==> src/rtl/triangle_period_writer.sv <==
// triangle_period_writer
//   Buffers 11-bit triangle-generator period values in a small FIFO and
//   writes each one to the generator as nibble strobes on a shared 4-bit bus.
//   The strobe order is LSEL (bits 3:0), then HSEL (bits 7:4), then HHSEL
//   (bits 10:8, with DOUT[3] = 0). GAP idle cycles follow every strobe.
//
//   Optional feature (define TRIANGLE_PERIOD_WRITER_SKIP_EN): the last value
//   written for each nibble is shadowed. A strobe whose nibble is unchanged
//   is skipped together with its gap.
//
// Parameters
//   DEPTH  FIFO entries (power of two, >= 2)
//   GAP    idle cycles inserted after every strobe (0..7)
// Ports
//   CLK     system clock, rising edge
//   RST_C   asynchronous active-low reset
//   PERIOD  period value to enqueue
//   VALID   PERIOD valid; transfer on VALID & READY
//   READY   FIFO can accept (low in reset and when full)
//   DOUT    nibble to the generator DIN
//   LSEL    low-nibble strobe
//   HSEL    mid-nibble strobe
//   HHSEL   high-bits strobe
//   BUSY    registered: FIFO non-empty or a write sequence active
module triangle_period_writer #(
  parameter int DEPTH = 2,
  parameter int GAP   = 0
) (
  input  logic        CLK,
  input  logic        RST_C,
  input  logic [10:0] PERIOD,
  input  logic        VALID,
  output logic        READY,
  output logic [3:0]  DOUT,
  output logic        LSEL,
  output logic        HSEL,
  output logic        HHSEL,
  output logic        BUSY
);

  localparam int PTR_W = (DEPTH > 1) ? $clog2(DEPTH) : 1;
  localparam int CNT_W = PTR_W + 1;
  localparam logic [2:0] WAIT_LOAD = (GAP > 0) ? 3'(GAP - 1) : 3'd0;

  typedef enum logic [2:0] {
    IDLE,
    WR_L,
    WR_H,
    WR_HH,
    WAIT
  } state_t;

  // ---------------------------------------------------------------- FIFO
  logic [10:0]      mem [DEPTH];
  logic [PTR_W-1:0] wr_ptr;
  logic [PTR_W-1:0] rd_ptr;
  logic [CNT_W-1:0] count;
  logic             full;
  logic             empty;
  logic             push;
  logic             pop;
  logic [10:0]      head;

  state_t           state;
  logic [10:0]      hold;
  logic [2:0]       need_q;
  logic [2:0]       wait_cnt;

  assign full  = (count == CNT_W'(DEPTH));
  assign empty = (count == '0);
  assign READY = RST_C & ~full;
  assign push  = VALID & READY;
  assign pop   = (state == IDLE) & ~empty;
  assign head  = mem[rd_ptr];

  always_ff @(posedge CLK) begin
    if (push) begin
      mem[wr_ptr] <= PERIOD;
    end
  end

  always_ff @(posedge CLK or negedge RST_C) begin
    if (!RST_C) begin
      wr_ptr <= '0;
      rd_ptr <= '0;
      count  <= '0;
    end else begin
      if (push) begin
        wr_ptr <= wr_ptr + PTR_W'(1);
      end
      if (pop) begin
        rd_ptr <= rd_ptr + PTR_W'(1);
      end
      case ({push, pop})
        2'b10:   count <= count + CNT_W'(1);
        2'b01:   count <= count - CNT_W'(1);
        default: ;
      endcase
    end
  end

  // ---------------------------------------------- strobe selection logic
  // need masks: bit0 = L, bit1 = H, bit2 = HH still to be issued.
  logic [2:0]  head_need;
  logic [2:0]  src_need;
  logic [2:0]  rem_need;
  logic [10:0] src_val;
  state_t      tgt;
  logic [3:0]  tgt_dout;
  logic        advance;

`ifdef TRIANGLE_PERIOD_WRITER_SKIP_EN
  logic [3:0] sh_l;
  logic [3:0] sh_h;
  logic [2:0] sh_hh;
  logic [2:0] sh_v;

  always_comb begin
    head_need    = '1;
    head_need[0] = ~(sh_v[0] && (sh_l  == head[3:0]));
    head_need[1] = ~(sh_v[1] && (sh_h  == head[7:4]));
    head_need[2] = ~(sh_v[2] && (sh_hh == head[10:8]));
  end

  always_ff @(posedge CLK or negedge RST_C) begin
    if (!RST_C) begin
      sh_l  <= '0;
      sh_h  <= '0;
      sh_hh <= '0;
      sh_v  <= '0;
    end else if (advance) begin
      case (tgt)
        WR_L: begin
          sh_l    <= src_val[3:0];
          sh_v[0] <= 1'b1;
        end
        WR_H: begin
          sh_h    <= src_val[7:4];
          sh_v[1] <= 1'b1;
        end
        WR_HH: begin
          sh_hh   <= src_val[10:8];
          sh_v[2] <= 1'b1;
        end
        default: ;
      endcase
    end
  end
`else
  assign head_need = 3'b111;
`endif

  function automatic state_t first_of(input logic [2:0] m);
    if (m[0]) return WR_L;
    else if (m[1]) return WR_H;
    else if (m[2]) return WR_HH;
    else return IDLE;
  endfunction

  // In IDLE the decision is made on the FIFO head (it becomes hold on this
  // edge); elsewhere it is made on hold and the remaining-strobe mask.
  always_comb begin
    src_need = (state == IDLE) ? head_need : need_q;
    src_val  = (state == IDLE) ? head : hold;
    rem_need = src_need & (src_need - 3'd1);
    tgt      = first_of(src_need);
    case (tgt)
      WR_L:    tgt_dout = src_val[3:0];
      WR_H:    tgt_dout = src_val[7:4];
      WR_HH:   tgt_dout = {1'b0, src_val[10:8]};
      default: tgt_dout = DOUT;
    endcase
    case (state)
      IDLE:              advance = ~empty;
      WR_L, WR_H, WR_HH: advance = (GAP == 0);
      WAIT:              advance = (wait_cnt == '0);
      default:           advance = 1'b0;
    endcase
  end

  // ----------------------------------------------------------------- FSM
  always_ff @(posedge CLK or negedge RST_C) begin
    if (!RST_C) begin
      state    <= IDLE;
      hold     <= '0;
      need_q   <= '0;
      wait_cnt <= '0;
      DOUT     <= '0;
      LSEL     <= 1'b0;
      HSEL     <= 1'b0;
      HHSEL    <= 1'b0;
      BUSY     <= 1'b0;
    end else begin
      BUSY <= ~empty | (state != IDLE);
      if (pop) begin
        hold <= head;
      end
      if (advance) begin
        state  <= tgt;
        need_q <= rem_need;
        DOUT   <= tgt_dout;
        LSEL   <= (tgt == WR_L);
        HSEL   <= (tgt == WR_H);
        HHSEL  <= (tgt == WR_HH);
      end else begin
        case (state)
          WR_L, WR_H, WR_HH: begin
            state    <= WAIT;
            wait_cnt <= WAIT_LOAD;
            LSEL     <= 1'b0;
            HSEL     <= 1'b0;
            HHSEL    <= 1'b0;
          end
          WAIT:    wait_cnt <= wait_cnt - 3'd1;
          IDLE:    ;
          default: begin
            state <= IDLE;
            LSEL  <= 1'b0;
            HSEL  <= 1'b0;
            HHSEL <= 1'b0;
          end
        endcase
      end
    end
  end

endmodule

==> config.mk <==
export PLATFORM = sky130hd
export DESIGN_NAME = triangle_period_writer
export DESIGN_NICKNAME = d
export VERILOG_FILES = /design/src/rtl/triangle_period_writer.sv
export SDC_FILE = /design/constraint.sdc
export NUM_CORES = 1
export LEC_CHECK = 0
export CAP_MARGIN = 5
export CORE_MARGIN = 10
export CORE_UTILIZATION = 35
export DETAILED_ROUTE_END_ITERATION = 8
export PLACE_DENSITY = 0.55
export SLEW_MARGIN = 40
export SYNTH_ARGS = -nofsm -noshare
export SYNTH_HDL_FRONTEND = slang
export SYNTH_SLANG_ARGS = --single-unit
==> constraint.sdc <==
create_clock -name CLK -period 2.5 [get_ports CLK]
set_input_delay 0.375 -clock CLK [delete_from_list [all_inputs] [get_ports CLK]]
set_output_delay 0.375 -clock CLK [all_outputs]
set_load 0.02 [all_outputs]
**After elaboration in Yosys (flattened, before gate mapping)**

Memories as Yosys holds them, arrays and structs flattened.
Index checks and enable logic that the tools add are counted.

- Bitwise gates (word level): 8
- Reductions and logical operators: 11
- Eq/ne operators: 11
- $add $sub $neg: 6
- Muxes and demuxes: 17

Operator list:

| operator | number |
|---|---|
| equality test 3 x 2 -> 1 bit (second input constant) | 4 |
| one-hot mux 3 bit (2 select lines) | 2 |
| one-hot mux 4 bit (3 select lines) | 1 |
| two-way mux 11 bit | 1 |
| equality test 3 x 1 -> 1 bit (second input constant) | 2 |
| zero test 3 bit | 2 |
| two-way mux 1 bit | 6 |
| two-way mux 2 bit | 3 |
| two-way mux 3 bit | 2 |
| nonzero test 3 bit | 2 |
| subtractor 3 x 1 -> 3 bit (second input constant) | 2 |
| equality test 2 bit (second input constant) | 2 |
| one-hot mux 2 bit (2 select lines) | 1 |
| AND reduction 2 bit | 2 |
| nonzero test 2 bit | 2 |
| bitwise AND 1 bit | 3 |
| bitwise AND 3 bit | 1 |
| equality test 3 bit (second input constant) | 1 |
| NOT 1 bit | 3 |
| one-hot mux 1 bit (3 select lines) | 1 |
| OR reduction 3 bit | 1 |
| adder 1 bit (second input constant) | 2 |
| adder 2 x 1 -> 2 bit (second input constant) | 1 |
| equality test 2 x 1 -> 1 bit (second input constant) | 1 |
| other kinds (5) | 5 |

- Output and inout bits: 9
- Register bits: 32
- RAM bits: 22
- Memories: 1

Memory list:

| memory | depth | bits a word | rd ports | clocked after Yosys merged registers in | wr ports | line | text |
|---|---|---|---|---|---|---|---|
| mem | 2 | 11 | 1 | 0 | 1 | 54 | `logic [10:0] mem [DEPTH];` |

**Longest topological paths before layout**

Gate-level depths: netlist of the first run.

- Depth in word-level cells: 8
- Depth in mapped cells: 9
- Gate-level depth less buffers: 7

**Least setup slack after synthesis of the first run**

Ideal clock, no wire load.

- Path type: reg2reg
- Start point: register count[0]
- End point: memory mem[0][0], enable pin
- Stages on the path, launching flop included: 5
- Path buffers: 0
- Data required time: 2.122 ns
- Path slack: 0.334 ns
- Data arrival time: 1.788 ns
- Path through: dfrtp_1 -> inv_1 -> a21boi_0 -> nand2_1 -> nor2_1

- Word-level cells in the longest chain between the ends: 6

RTL lines:

| item | line | text |
|---|---|---|
| from (decl) | 57 | `logic [CNT_W-1:0] count;` |
| from (signal assigned) | 95 | `2'b10: count <= count + CNT_W'(1);` |
| from (signal assigned) | 96 | `2'b01: count <= count - CNT_W'(1);` |
| equality test 2 bit | 69 | `assign full = (count == CNT_W'(DEPTH));` |
| NOT 1 bit | 71 | `assign READY = RST_C & ~full;` |
| bitwise AND 1 bit | 71 |  |
| via READY | 33 | `output logic READY,` |
| bitwise AND 1 bit | 72 | `assign push = VALID & READY;` |
| two-way mux 1 bit | 77 | `if (push) begin` |
| two-way mux 1 bit (implied by the code) | 78 | `mem[wr_ptr] <= PERIOD;` |
| to (decl) | 54 |  |

The timed path passes the listed nets, and every way through them passes these cells.

**Worst setup path in the final report of the first run**

- Start point: input RST_C
- End point: output READY

- Word-level cells in the longest chain between the ends: 1

RTL lines:

| item | line | text |
|---|---|---|
| from (decl) | 30 | `input logic RST_C,` |
| bitwise AND 1 bit | 71 |  |
| to (decl) | 33 |  |

No other way between the ends.

==> reports/results.tsv, run 1 <==
stage	metric	value	unit
run_status	status	finished, final reports clean	
yosys	mapped cell area	0.00220	sq mm
cts	Root Buffer Master	clkbuf_8	
cells_and_area	# fillers	577	
sta	Slew @ Worst Pin	0.625	ns
sta	max-slew violations	0	
detailed_routing	Post-DRT Antenna Nets	0	
cells_and_area	commonest non-fill, non-tap cells in the layout	dfrtp_1, clkdlybuf4s50_1, edfxtp_1, nand2_1, o21ai_0	
cts	CTS Buf Count	5	
place	placed insts	260	
place	RePlAce Congestion	0.762	
cells_and_area	Nets	209	
yosys	Ys Warns	0	
place	port buffer count	22	
sta	Final setup violation count	0	
cts	Clock Latency Late Sink	0.31	ns
critical_path	CP Max Fanout	3	
die	Die Y	99.3	microns
yosys	Seq/Total Area, Yosys	65.2	%
sta	Clock Skew	0.0118	ns
die	# IOs	23	
sta	Rel. slew slack	58.4	%
critical_path	worst setup path category	input pin to primary output	
yosys	mean post-synth cell area	13.2	sq um
yosys	Synth area leader	dfrtp_1	
global_routing	antenna violations before repair	0	
detailed_routing	DRC violations left	0	
critical_path	Worst Setup End Kind	primary output	
yosys	post-synthesis async set-or-reset flop share	58.5	%
sta	Fin. Hold Viols	0	
hold_path	Hold Crit Class	flip-flop to flip-flop	
critical_path	CP arrival	1.89	ns
sta	fin worst setup slack	0.237	ns
cells_and_area	Syn-to-layout area delta	18.9	%
cts	clock-pin slew on the worst setup and hold paths	0.09	ns
global_routing	gr usage total	8.76	%
place	Final HPWL DP	2880	microns
power	Leak	1.05	nW
flow_run	max-cap violations	0	
yosys	number of synthesized flops with an enable pin	22	
global_routing	largest net degree at the start of global routing	32	
cts	CTS Hold Bufs	0	
detailed_routing	final wirelength	3950	microns
detailed_routing	DR vias/cell	4.90	
critical_path	R2R setup slack	0.57	ns
die	Cell Rows	28	
detailed_routing	DR iter-0 viols	23	
cells_and_area	final non-filler cell total	268	
power	Peak supply drop	427	uV
critical_path	Worst EP required	2.12	ns
global_routing	vias in the first global route	1445	
cells_and_area	Antenna diodes	0	
cells_and_area	proportion of layout cells with a drive suffix above 1	11.9	%
yosys	post-synthesis instance total	167	
critical_path	CP startpoint kind	input pin	
detailed_routing	1st-pass router iterations	3	
cts	H-Tree Depth	2	
die	core area	0.00603	sq mm
detailed_routing	wire per inst	14.7	microns
place	pre-CTS setup slack	0.240	ns
cts	# resized after CTS	0	
sta	Final min period	2.26	ns
power	PD cells	1200	mW/mm^2
sta	crit share post-route	90.5	%
cts	number of clock sinks	53	
cells_and_area	most common cell after layout, fill and taps aside	dfrtp_1	
sta	Peak Freq	442	MHz
yosys	Seq cells post-synth	53	
yosys	share of the synthesized area in the top cell type	35.2	%
global_routing	total grt overflow	0	
global_routing	global-route wire length before repair	7000	microns
detailed_routing	via count	1314	
yosys	Syn Nets	184	
yosys	Synth cell types	35	
die	Die Area	0.00986	sq mm
sta	RSZ-0062 raised after global routing	false	
sta	setup_tns	0	ns
die	Initial Utilization	36.5	%
power	overall power	0.00313	W
cts	TritonCTS clock tree	built	
yosys	ys flop type	dfrtp_1	
cts	post-CTS setup buffers	0	
yosys	top cells by area, synth	dfrtp_1, edfxtp_1, mux2i_1, o21ai_0, nand2_1	
cts	CTS max path bufs	2	
die	chip width	99.3	microns
==> through the flow <==
step | utilization, % | hold slack [ns] | instance area (sq um)
floorplan | - | 0.0794 | 2200
finish | 43.4 | 0.488 | 2620
detailed placement | 41.6 | 0.468 | 2500
CTS | 43.4 | 0.490 | 2620
global route | 43.4 | 0.519 | 2620
global placement | 41.6 | 0.457 | 2500
==> cell type report <==
type	count	area (sq um)	share of cell area, %
Clock inverter	3	43.8	1.67
Inverter	5	18.8	0.717
Timing Repair Buffer	25	243	9.27
Multi-Input combinational cell	102	713	27.2
Clock buffer	5	68.8	2.63
Sequential cell	53	1440	54.9
Tap cell	75	93.8	3.59
==> logic make-up after synthesis <==
family	after synthesis	synth area share, %
flops	53	65.2
simple gates	39	9.26
compound gates	37	10.8
mux	17	8.24
buf+inv	12	2.39
xor+xnor	6	2.39
fa+ha+maj	3	1.70
==> metal layers <==
layer,GRT usage [%],vias to the layer above,part of all wire [%]
met5,0,-,0
met4,3.64,0,1.5
met3,2.91,4,4.9
met2,14.3,22,48
met1,10.3,642,45
li1,-,646,-
==> critical path: stages <==
cell and delay (ns):
clkdlybuf4s50_1 0.51, a21boi_0 0.32, clkdlybuf4s50_1 0.68
==> sequential cells by signal (all words and copies together), names as in the netlist <==
signal	count
hold	11
rd_ptr	1
state	3
HSEL	1
count	2
DOUT	4
mem	22
wait_cnt	3
wr_ptr	1
BUSY	1
HHSEL	1
LSEL	1
need_q	2
==> worst paths after layout <==
check,start,end,cells past startpoint
max in group asynchronous,RST_C,hold[7]$_DFFE_PN0P_,2
worst min register to register,hold[1]$_DFFE_PN0P_,hold[1]$_DFFE_PN0P_,2
worst min-delay path,hold[1]$_DFFE_PN0P_,hold[1]$_DFFE_PN0P_,2
min in group asynchronous,RST_C,BUSY$_DFF_PN0_,2
worst max register to register,wait_cnt[0]$_DFFE_PN0P_,DOUT[2]$_DFFE_PN0P_,6
worst max-delay path,RST_C,READY,3
==> synthesized netlist by cell type (4+ instances only) <==
cell and instances:
nand2_1 18, nor2b_1 4, inv_1 5, o22ai_1 4, buf_2 5, edfxtp_1 22
mux2i_1 11, xnor2_1 5, mux2_2 5, dfrtp_1 31, nor2_1 5, o21ai_0 17
==> where the power goes <==
part           switching (W)  total (W)  leakage (nW)  internal [W]
Clock               0.000281   0.000581        0.0547      0.000299
Sequential          0.000223    0.00140         0.585       0.00118
Combinational       0.000583    0.00115         0.409      0.000562
Power figures use the tool's default switching activity.
==> run 2, diff against run 1 <==
Settings changed: CTS_CLUSTER_SIZE set to 20, SETUP_SLACK_MARGIN set to 0.02.
==> results of run 2 <==
No change in the layout: final DEF, timing and power equal those of run 1.
